[config.mk]
export PLATFORM = sky130hd
export DESIGN_NAME = sseg_scan_ctrl
export DESIGN_NICKNAME = d
export VERILOG_FILES = /design/src/rtl/sseg_pkg.sv /design/src/rtl/sseg_hex_decoder.sv /design/src/rtl/sseg_scan_ctrl.sv
export SDC_FILE = /design/constraint.sdc
export NUM_CORES = 1
export LEC_CHECK = 0
export BUFFER_PORTS_ARGS = -buffer_cell sky130_fd_sc_hd__buf_2
export CORE_MARGIN = 3
export CORE_UTILIZATION = 25
export DETAILED_ROUTE_END_ITERATION = 12
export HOLD_SLACK_MARGIN = 0.05
export SKIP_LAST_GASP = 1
export SLEW_MARGIN = 5
export SYNTH_ARGS = -nofsm -noshare
export SYNTH_HDL_FRONTEND = slang
export SYNTH_SLANG_ARGS = --single-unit
[constraint.sdc]
create_clock -name clk -period 6.25 [get_ports clk]
set_clock_uncertainty 0.1 [all_clocks]
set_input_delay 0.9375 -clock clk [delete_from_list [all_inputs] [get_ports clk]]
set_output_delay 0.9375 -clock clk [all_outputs]
set_load 0.005 [all_outputs]
[src/rtl/sseg_pkg.sv]
// sseg_pkg: shared seven-segment constants and the active-low hex decode table.
package sseg_pkg;
  localparam logic [7:0] SEG_BLANK = 8'hFF;
  localparam int SEG_A  = 0;
  localparam int SEG_B  = 1;
  localparam int SEG_C  = 2;
  localparam int SEG_D  = 3;
  localparam int SEG_E  = 4;
  localparam int SEG_F  = 5;
  localparam int SEG_G  = 6;
  localparam int SEG_DP = 7;
  function automatic logic [6:0] hex_to_seg(logic [3:0] nib);
    case (nib)
      4'h0: hex_to_seg = 7'h40;
      4'h1: hex_to_seg = 7'h79;
      4'h2: hex_to_seg = 7'h24;
      4'h3: hex_to_seg = 7'h30;
      4'h4: hex_to_seg = 7'h19;
      4'h5: hex_to_seg = 7'h12;
      4'h6: hex_to_seg = 7'h02;
      4'h7: hex_to_seg = 7'h78;
      4'h8: hex_to_seg = 7'h00;
      4'h9: hex_to_seg = 7'h10;
      4'hA: hex_to_seg = 7'h08;
      4'hB: hex_to_seg = 7'h03;
      4'hC: hex_to_seg = 7'h46;
      4'hD: hex_to_seg = 7'h21;
      4'hE: hex_to_seg = 7'h06;
      default: hex_to_seg = 7'h0E;
    endcase
  endfunction
endpackage

[src/rtl/sseg_hex_decoder.sv]
// sseg_hex_decoder: combinational hex nibble to active-low a..g segments.
module sseg_hex_decoder
  import sseg_pkg::*;
(
  input  logic [3:0] nibble,
  output logic [6:0] seg
);
  assign seg = hex_to_seg(nibble);
endmodule

[src/rtl/sseg_scan_ctrl.sv]
// sseg_scan_ctrl: multiplexed common-anode scan with frame-latched inputs,
// leading-zero blanking, PWM brightness and per-digit blink.
module sseg_scan_ctrl
  import sseg_pkg::*;
#(
  parameter int NUM_DIGITS   = 8,
  parameter int DIV          = 5000,
  parameter int BRIGHT_W     = 4,
  parameter int BLINK_FRAMES = 256
) (
  input  logic                    clk,
  input  logic                    reset,
  input  logic [4*NUM_DIGITS-1:0] digits,
  input  logic [NUM_DIGITS-1:0]   dp,
  input  logic [NUM_DIGITS-1:0]   blink,
  input  logic [BRIGHT_W-1:0]     brightness,
  input  logic                    lzb_en,
  output logic [NUM_DIGITS-1:0]   sseg_anode,
  output logic [7:0]              sseg_cathode,
  output logic                    frame_start
);
  localparam int SW = $clog2(DIV);
  localparam int DW = $clog2(NUM_DIGITS);
  localparam int FW = $clog2(BLINK_FRAMES + 1);
  localparam int OW = SW + BRIGHT_W + 1;
  logic [SW-1:0]           slot_cnt;
  logic [DW-1:0]           digit_idx;
  logic [FW-1:0]           frame_cnt;
  logic                    blink_phase;
  logic [4*NUM_DIGITS-1:0] digits_s;
  logic [NUM_DIGITS-1:0]   dp_s;
  logic [NUM_DIGITS-1:0]   blink_s;
  logic [BRIGHT_W-1:0]     brightness_s;
  logic                    lzb_en_s;
  logic                    slot_wrap;
  logic                    frame_wrap;
  logic                    frame_last;
  logic [OW-1:0]           on_win;
  logic [NUM_DIGITS-1:0]   lz_blank;
  logic                    lead;
  logic                    lit;
  logic [3:0]              cur_nib;
  logic [6:0]              seg;
  logic [NUM_DIGITS-1:0]   anode_d;
  logic [7:0]              cathode_d;
  assign slot_wrap  = slot_cnt == SW'(DIV - 1);
  assign frame_wrap = slot_wrap && digit_idx == DW'(NUM_DIGITS - 1);
  assign frame_last = frame_cnt == FW'(BLINK_FRAMES - 1);
  // Full-width product so the top brightness code yields exactly DIV.
  assign on_win  = ((OW'(brightness_s) + OW'(1)) * OW'(DIV)) >> BRIGHT_W;
  assign cur_nib = digits_s[{digit_idx, 2'b00} +: 4];
  sseg_hex_decoder u_dec (
    .nibble(cur_nib),
    .seg   (seg)
  );
  always_ff @(posedge clk or posedge reset) begin
    if (reset) begin
      slot_cnt     <= '0;
      digit_idx    <= '0;
      frame_cnt    <= '0;
      blink_phase  <= 1'b0;
      digits_s     <= '0;
      dp_s         <= '0;
      blink_s      <= '0;
      brightness_s <= '0;
      lzb_en_s     <= 1'b0;
    end else begin
      slot_cnt <= slot_wrap ? '0 : slot_cnt + 1'b1;
      if (slot_wrap) digit_idx <= frame_wrap ? '0 : digit_idx + 1'b1;
      if (frame_wrap) begin
        digits_s     <= digits;
        dp_s         <= dp;
        blink_s      <= blink;
        brightness_s <= brightness;
        lzb_en_s     <= lzb_en;
        frame_cnt    <= frame_last ? '0 : frame_cnt + 1'b1;
        if (frame_last) blink_phase <= ~blink_phase;
      end
    end
  end
  always_comb begin
    lead     = lzb_en_s;
    lz_blank = '0;
    for (int i = NUM_DIGITS - 1; i > 0; i--) begin
      lead        = lead && (digits_s[4*i +: 4] == 4'h0);
      lz_blank[i] = lead;
    end
    lit       = (OW'(slot_cnt) < on_win) && !(blink_s[digit_idx] && blink_phase);
    anode_d   = lit ? ~(NUM_DIGITS'(1) << digit_idx) : '1;
    cathode_d = SEG_BLANK;
    if (lit) begin
      cathode_d[SEG_DP]      = ~dp_s[digit_idx];
      cathode_d[SEG_G:SEG_A] = lz_blank[digit_idx] ? 7'h7F : seg;
    end
  end
  always_ff @(posedge clk or posedge reset) begin
    if (reset) begin
      sseg_anode   <= '1;
      sseg_cathode <= SEG_BLANK;
      frame_start  <= 1'b0;
    end else begin
      sseg_anode   <= anode_d;
      sseg_cathode <= cathode_d;
      frame_start  <= slot_cnt == '0 && digit_idx == '0;
    end
  end
endmodule

After elaboration in Yosys (flattened, before gate mapping)
Memories as Yosys holds them, arrays and structs flattened. Cells that the tools add are included. Widths: inputs -> output; s select.

Eq/ne operators: 3. Add/sub/neg operators: 4. Reduce and logical (&&, ||, !) cells: 22. Mux-type cells: 12. Bitwise operators: 3. Shift-type cells: 2. Magnitude comparators: 2. $mul: 1.

Operators by type and width (number): $shiftx 32x6->4 (1); $logic_not 4->1 (7); $mux 8 (2); $mul 5x10->15 const B (1); $lt 13x14->1 (1); $add 13x1->13 const B (1); $eq 13x13->1 const B (1); $logic_not 13->1 (1); $mux 13 (1); $logic_and 1x1->1 (11); $add 9x1->9 const B (1); $bmux 1 s3 (3); $eq 9x8->1 const B (1); $mux 9 (1); $not 8->8 (1); $shl 1x3->8 const A (1); $mux 7 (1); $add 4x1->5 const B (1); $lt 3x4->1 const B (1); $add 3x1->3 const B (1); $eq 3x3->1 const B (1); $logic_not 3->1 (1); $mux 1 (3); $mux 3 (1); other kinds (3) (4).

Memory bits (read-only): 112. Memories kept: 1. Flip-flop bits (word level): 96.

Memories: (no name shown) (depth 16, bits a word 7, rd ports 1, clocked after memory_dff 0, write ports 0, line sseg_pkg.sv:13) `case (nib)`.

Longest topological paths before layout
Depth in word-level cells: 12. Depth in mapped cells: 19. Depth with buffers taken out: 18.

By module
A second synthesis with hierarchy kept.

Cells, all modules: 575. Area, all modules: 5477.8 um^2.

By module, submodules not included: sseg_scan_ctrl (cells each 543, area an instance 5202.5 um^2, times used 1); sseg_hex_decoder (cells each 32, area an instance 275.3 um^2, times used 1).

Least setup slack after synthesis
Ideal clock, no wire load.

Kind: flip-flop to flip-flop. Start point: register brightness_s[0]. End point: register sseg_anode[6]. Path slack: 1.531 ns. Setup time: 0.067 ns. Stages on the path, launching flop included: 20. Arrival: 4.552 ns. Data required time: 6.083 ns. Period minus slack after synthesis: 4.719 ns. Path through: dfrtp_1 ha_1 and3_1 clkbuf_1 inv_1 fa_1 ha_1 ha_1 ha_1 o21ai_0 o21bai_1 a21oi_1 o21ai_0 xnor2_1 ha_1 nand3_1 or4_1 a32o_1 clkbuf_1 nand4_1.

Longest elaborated chain between the ends: 5.

RTL lines: start, declared (line sseg_scan_ctrl.sv:33) `logic [BRIGHT_W-1:0] brightness_s;`; start signal, assigned (line sseg_scan_ctrl.sv:74) `brightness_s <= brightness;`; $add 4x1->5 (line sseg_scan_ctrl.sv:50) `assign on_win = ((OW'(brightness_s) + OW'(1)) * OW'(DIV)) >> BRIGHT_W;`; $mul 5x10->15 (line sseg_scan_ctrl.sv:50); $lt 13x14->1 (line sseg_scan_ctrl.sv:88) `lit = (OW'(slot_cnt) < on_win) && !(blink_s[digit_idx] && blink_phase);`; $logic_and 1x1->1 (line sseg_scan_ctrl.sv:88); $mux 8 (line sseg_scan_ctrl.sv:89) `anode_d = lit ? ~(NUM_DIGITS'(1) << digit_idx) : '1;`; named net anode_d[6] (line sseg_scan_ctrl.sv:44) `logic [NUM_DIGITS-1:0] anode_d;`; end signal, assigned (line sseg_scan_ctrl.sv:102) `sseg_anode <= anode_d;`; end, declared (line sseg_scan_ctrl.sv:18) `output logic [NUM_DIGITS-1:0] sseg_anode,`.

The timed path passes the listed nets, and every way through them passes these cells. A chain may end at the register's enable or synchronous reset.

Worst setup path in the final report
Start point: register brightness_s[0]. End point: register sseg_anode[2].

Same word-level chain as after synthesis.

==> results.md <==
- Total CTS buffers: 9
- LEAKAGE: 0.00287 uW
- Final setup viols: 0
- Post-DP HPWL: 9520 um
- Layout Utilization: 30.0%
- Top_reg_cell synth: dfrtp_1
- Mapped Cells: 569
- Pwr per Cell Area: 195 nW/um2
- Clock buffer depth: 2
- Initial Utilization: 25.7%
- EDFF count, synth: 0
- Setup tns final: 0 ps
- Total wire length: 12900 um
- Initial antenna violation count: 0
- VDD IR max: 122 uV
- Fmax: 0.198 GHz
- Sequential element share of the synthesized area: 44.5%
- Drt drc: 0
- Vias in the first global route: 4044
- Hold-fix buffers, CTS: 0
- Clock share of power: 47.3%
- Clock slew at reported path FFs: 70 ps
- Clk Latency, worst-skew pair: 340 ps
- Pin count of the biggest net entering global routing: 63
- Congestion Overflow GR: 0
- Die height: 154 um
- Power Internal: 984 uW
- Total clock sinks: 96
- Distinct cell type count after synthesis: 48
- Fillers: 2266
- Max Slew Vio Count: 0
- Sw frac: 20.6%
- Max_cap viols: 0
- P&R area growth vs syn: 16.8%
- Least-Margin Pin Slew: 1080 ps
- Post-Syn Area: 5450 um2
- Sequential share of power: 50.2%
- Net Count, Synth: 679
- CTS tree: built
- Run status: finished, final reports clean
- CTS H-tree lvls: 3
- Async S/R FF share, synth: 100%
- Crit Path Max Fanout: 16
- DR pass1 iterations: 4
- Share of the synthesized area in the top cell type: 36.8%
- Fin crit share: 80.9%
- Tmin final: 5060 ps
- Mean Syn Cell Area: 9.57 um2
- Met3 Use GR: 2.70%
- GR peak layer: met2
- Gr usage total: 11.2%
- Unrepaired setup endpoints after global routing: no
- Most frequent cell after synthesis: nand2_1
- Row count: 53
- Drt initial violations: 239
- Critical path class: reg -> reg
- Antenna diodes: 0
- Area leader, netlist: dfrtp_1
- Vias: 4042
- Top Ports: 72
- Critical path capture point type: flop
- Clk root buf: clkbuf_16
- GR Layer Usage met2: 16.9%
- Final hold vios: 0
- Final ANT Viol Nets: 0
- Dominant cells by area after synthesis: dfrtp_1, nand2_1, ha_1
- Layout cells sized above 1: 19.8%
- Logic pwr share: 2.5%
- Vias per inst: 4.44
- Post_cts resized: 0
- Relative slew slack: 28.3%
- Reg2reg path depth: 17
- Synth Warn #: 0
- Average wire per standard cell: 14.2 um
- Critical Path RT: 6420 ps
- Number of I/O port buffers: 71
- Die X: 154 um
- Core area: 21200 um2
- Fin nets: 740
- Yosys reg bits: 96
- RePlAce Congestion: 0.754
- Hold path depth: 1
- Final cell count without fillers: 910
- Switching pwr: 255 uW
- Worst hold slack: 365 ps
- Placed Cells: 894
- Startpoint types: flop
- GR Util met1: 16.3%
- Post-CTS Setup Inserts: 0
- Type of the tightest min-delay check: reg -> reg
- CP arrival: 5230 ps
- Post-synth top cells: nand2_1, dfrtp_1, ha_1
- Die Footprint: 23600 um2
- First-pass GRT wire length: 21700 um
power by group through the flow:
stage          Clock [uW]  Sequential, uW  Combinational, uW
6_report              586             622               30.7
5_1_grt               626             621               35.7
4_1_cts               603             621               32.5
3_5_place_dp            0             633               32.3
3_3_place_gp            0             633               32.5
2_1_floorplan           0             633               9.31
routing by layer:
layer	vias up	wire [um]	share of wire, %
li1	2038	-	-
met1	1914	6240	48
met2	79	5970	46
met3	11	559	4.3
met4	0	149	1.2
met5	-	0	0
worst max-delay path, cell delays in order, from the launching register on:
cell and delay [ps]:
dfrtp_1 490, ha_1 230, and3_1 320, inv_1 150
fa_1 520, ha_1 310, ha_1 300, ha_1 330
o21ai_0 100, o21bai_1 100, a21oi_1 260, o21ai_0 160
xnor2_1 150, ha_1 300, nand3_1 90, or4_1 470
a32o_1 430, nand4_1 210
final timing paths:
| path | endpoint | start | slack, ps |
|---|---|---|---|
| max in group asynchronous | digits_s[0]$_DFFE_PP0P_ | reset | 4320 |
| setup / recovery | sseg_anode[2]$_DFF_PP1_ | brightness_s[0]$_DFFE_PP0P_ | 1190 |
| setup reg to reg | sseg_anode[2]$_DFF_PP1_ | brightness_s[0]$_DFFE_PP0P_ | 1190 |
| min in group asynchronous | digit_idx[2]$_DFFE_PP0P_ | reset | 630 |
| hold / removal | frame_cnt[6]$_DFFE_PP0P_ | frame_cnt[6]$_DFFE_PP0P_ | 370 |
| hold reg to reg | frame_cnt[6]$_DFFE_PP0P_ | frame_cnt[6]$_DFFE_PP0P_ | 370 |
placed cells by master (no fill, tap or decap), types with 3 or more instances in the layout:
cell and instances:
dfstp_2 16, nand2_1 186, nor2b_1 3, buf_2 71, nand3_1 18, clkbuf_16 9
mux4_2 12, nor2_1 17, o21ai_0 17, dfrtp_1 80, a211oi_1 3, nor4_1 8
fa_1 4, or2_2 3, nand4_1 16, clkinv_2 4, ha_1 51, and3_1 5
mux2i_1 8, xor2_1 10, nor3_1 3, inv_1 23, a22oi_1 4, xnor2_1 15
a21oi_1 13
through the flow:
stage	setup WS [ps]	area (um2)	total power, uW
after floorplan	1530	5450	642
after global placement	1340	6050	665
after detailed placement	1190	6050	665
after CTS	1160	6360	1260
after global routing	811	6360	1280
final	1190	6360	1240
flip-flops by register name, indices dropped and copies added, names as in the netlist:
name,count
brightness_s,4
digit_idx,3
frame_cnt,9
digits_s,32
dp_s,8
slot_cnt,13
blink_s,8
sseg_anode,8
blink_phase,1
sseg_cathode,8
frame_start,1
lzb_en_s,1
cell type report:
class | instances | area [um2] | area share [%]
multi-input combinational | 425 | 2820 | 44.3
sequential | 96 | 2420 | 38.1
timing repair buffer | 73 | 370 | 5.82
tap | 275 | 344 | 5.41
clock buffer | 10 | 229 | 3.60
inverter | 25 | 95.1 | 1.49
clock inverter | 6 | 83.8 | 1.32
logic make-up after synthesis:
group / share of synthesized area [%]
DFF: 44.5
and+or+nand+nor: 22.2
AOI/OAI and AO/OA: 5.47
muxes: 6.85
xor gates and xnor gates: 4.02
buffers and inverters: 3.79
adders and majority gates: 13.2
No activity file was read; power rests on OpenSTA's default activity.
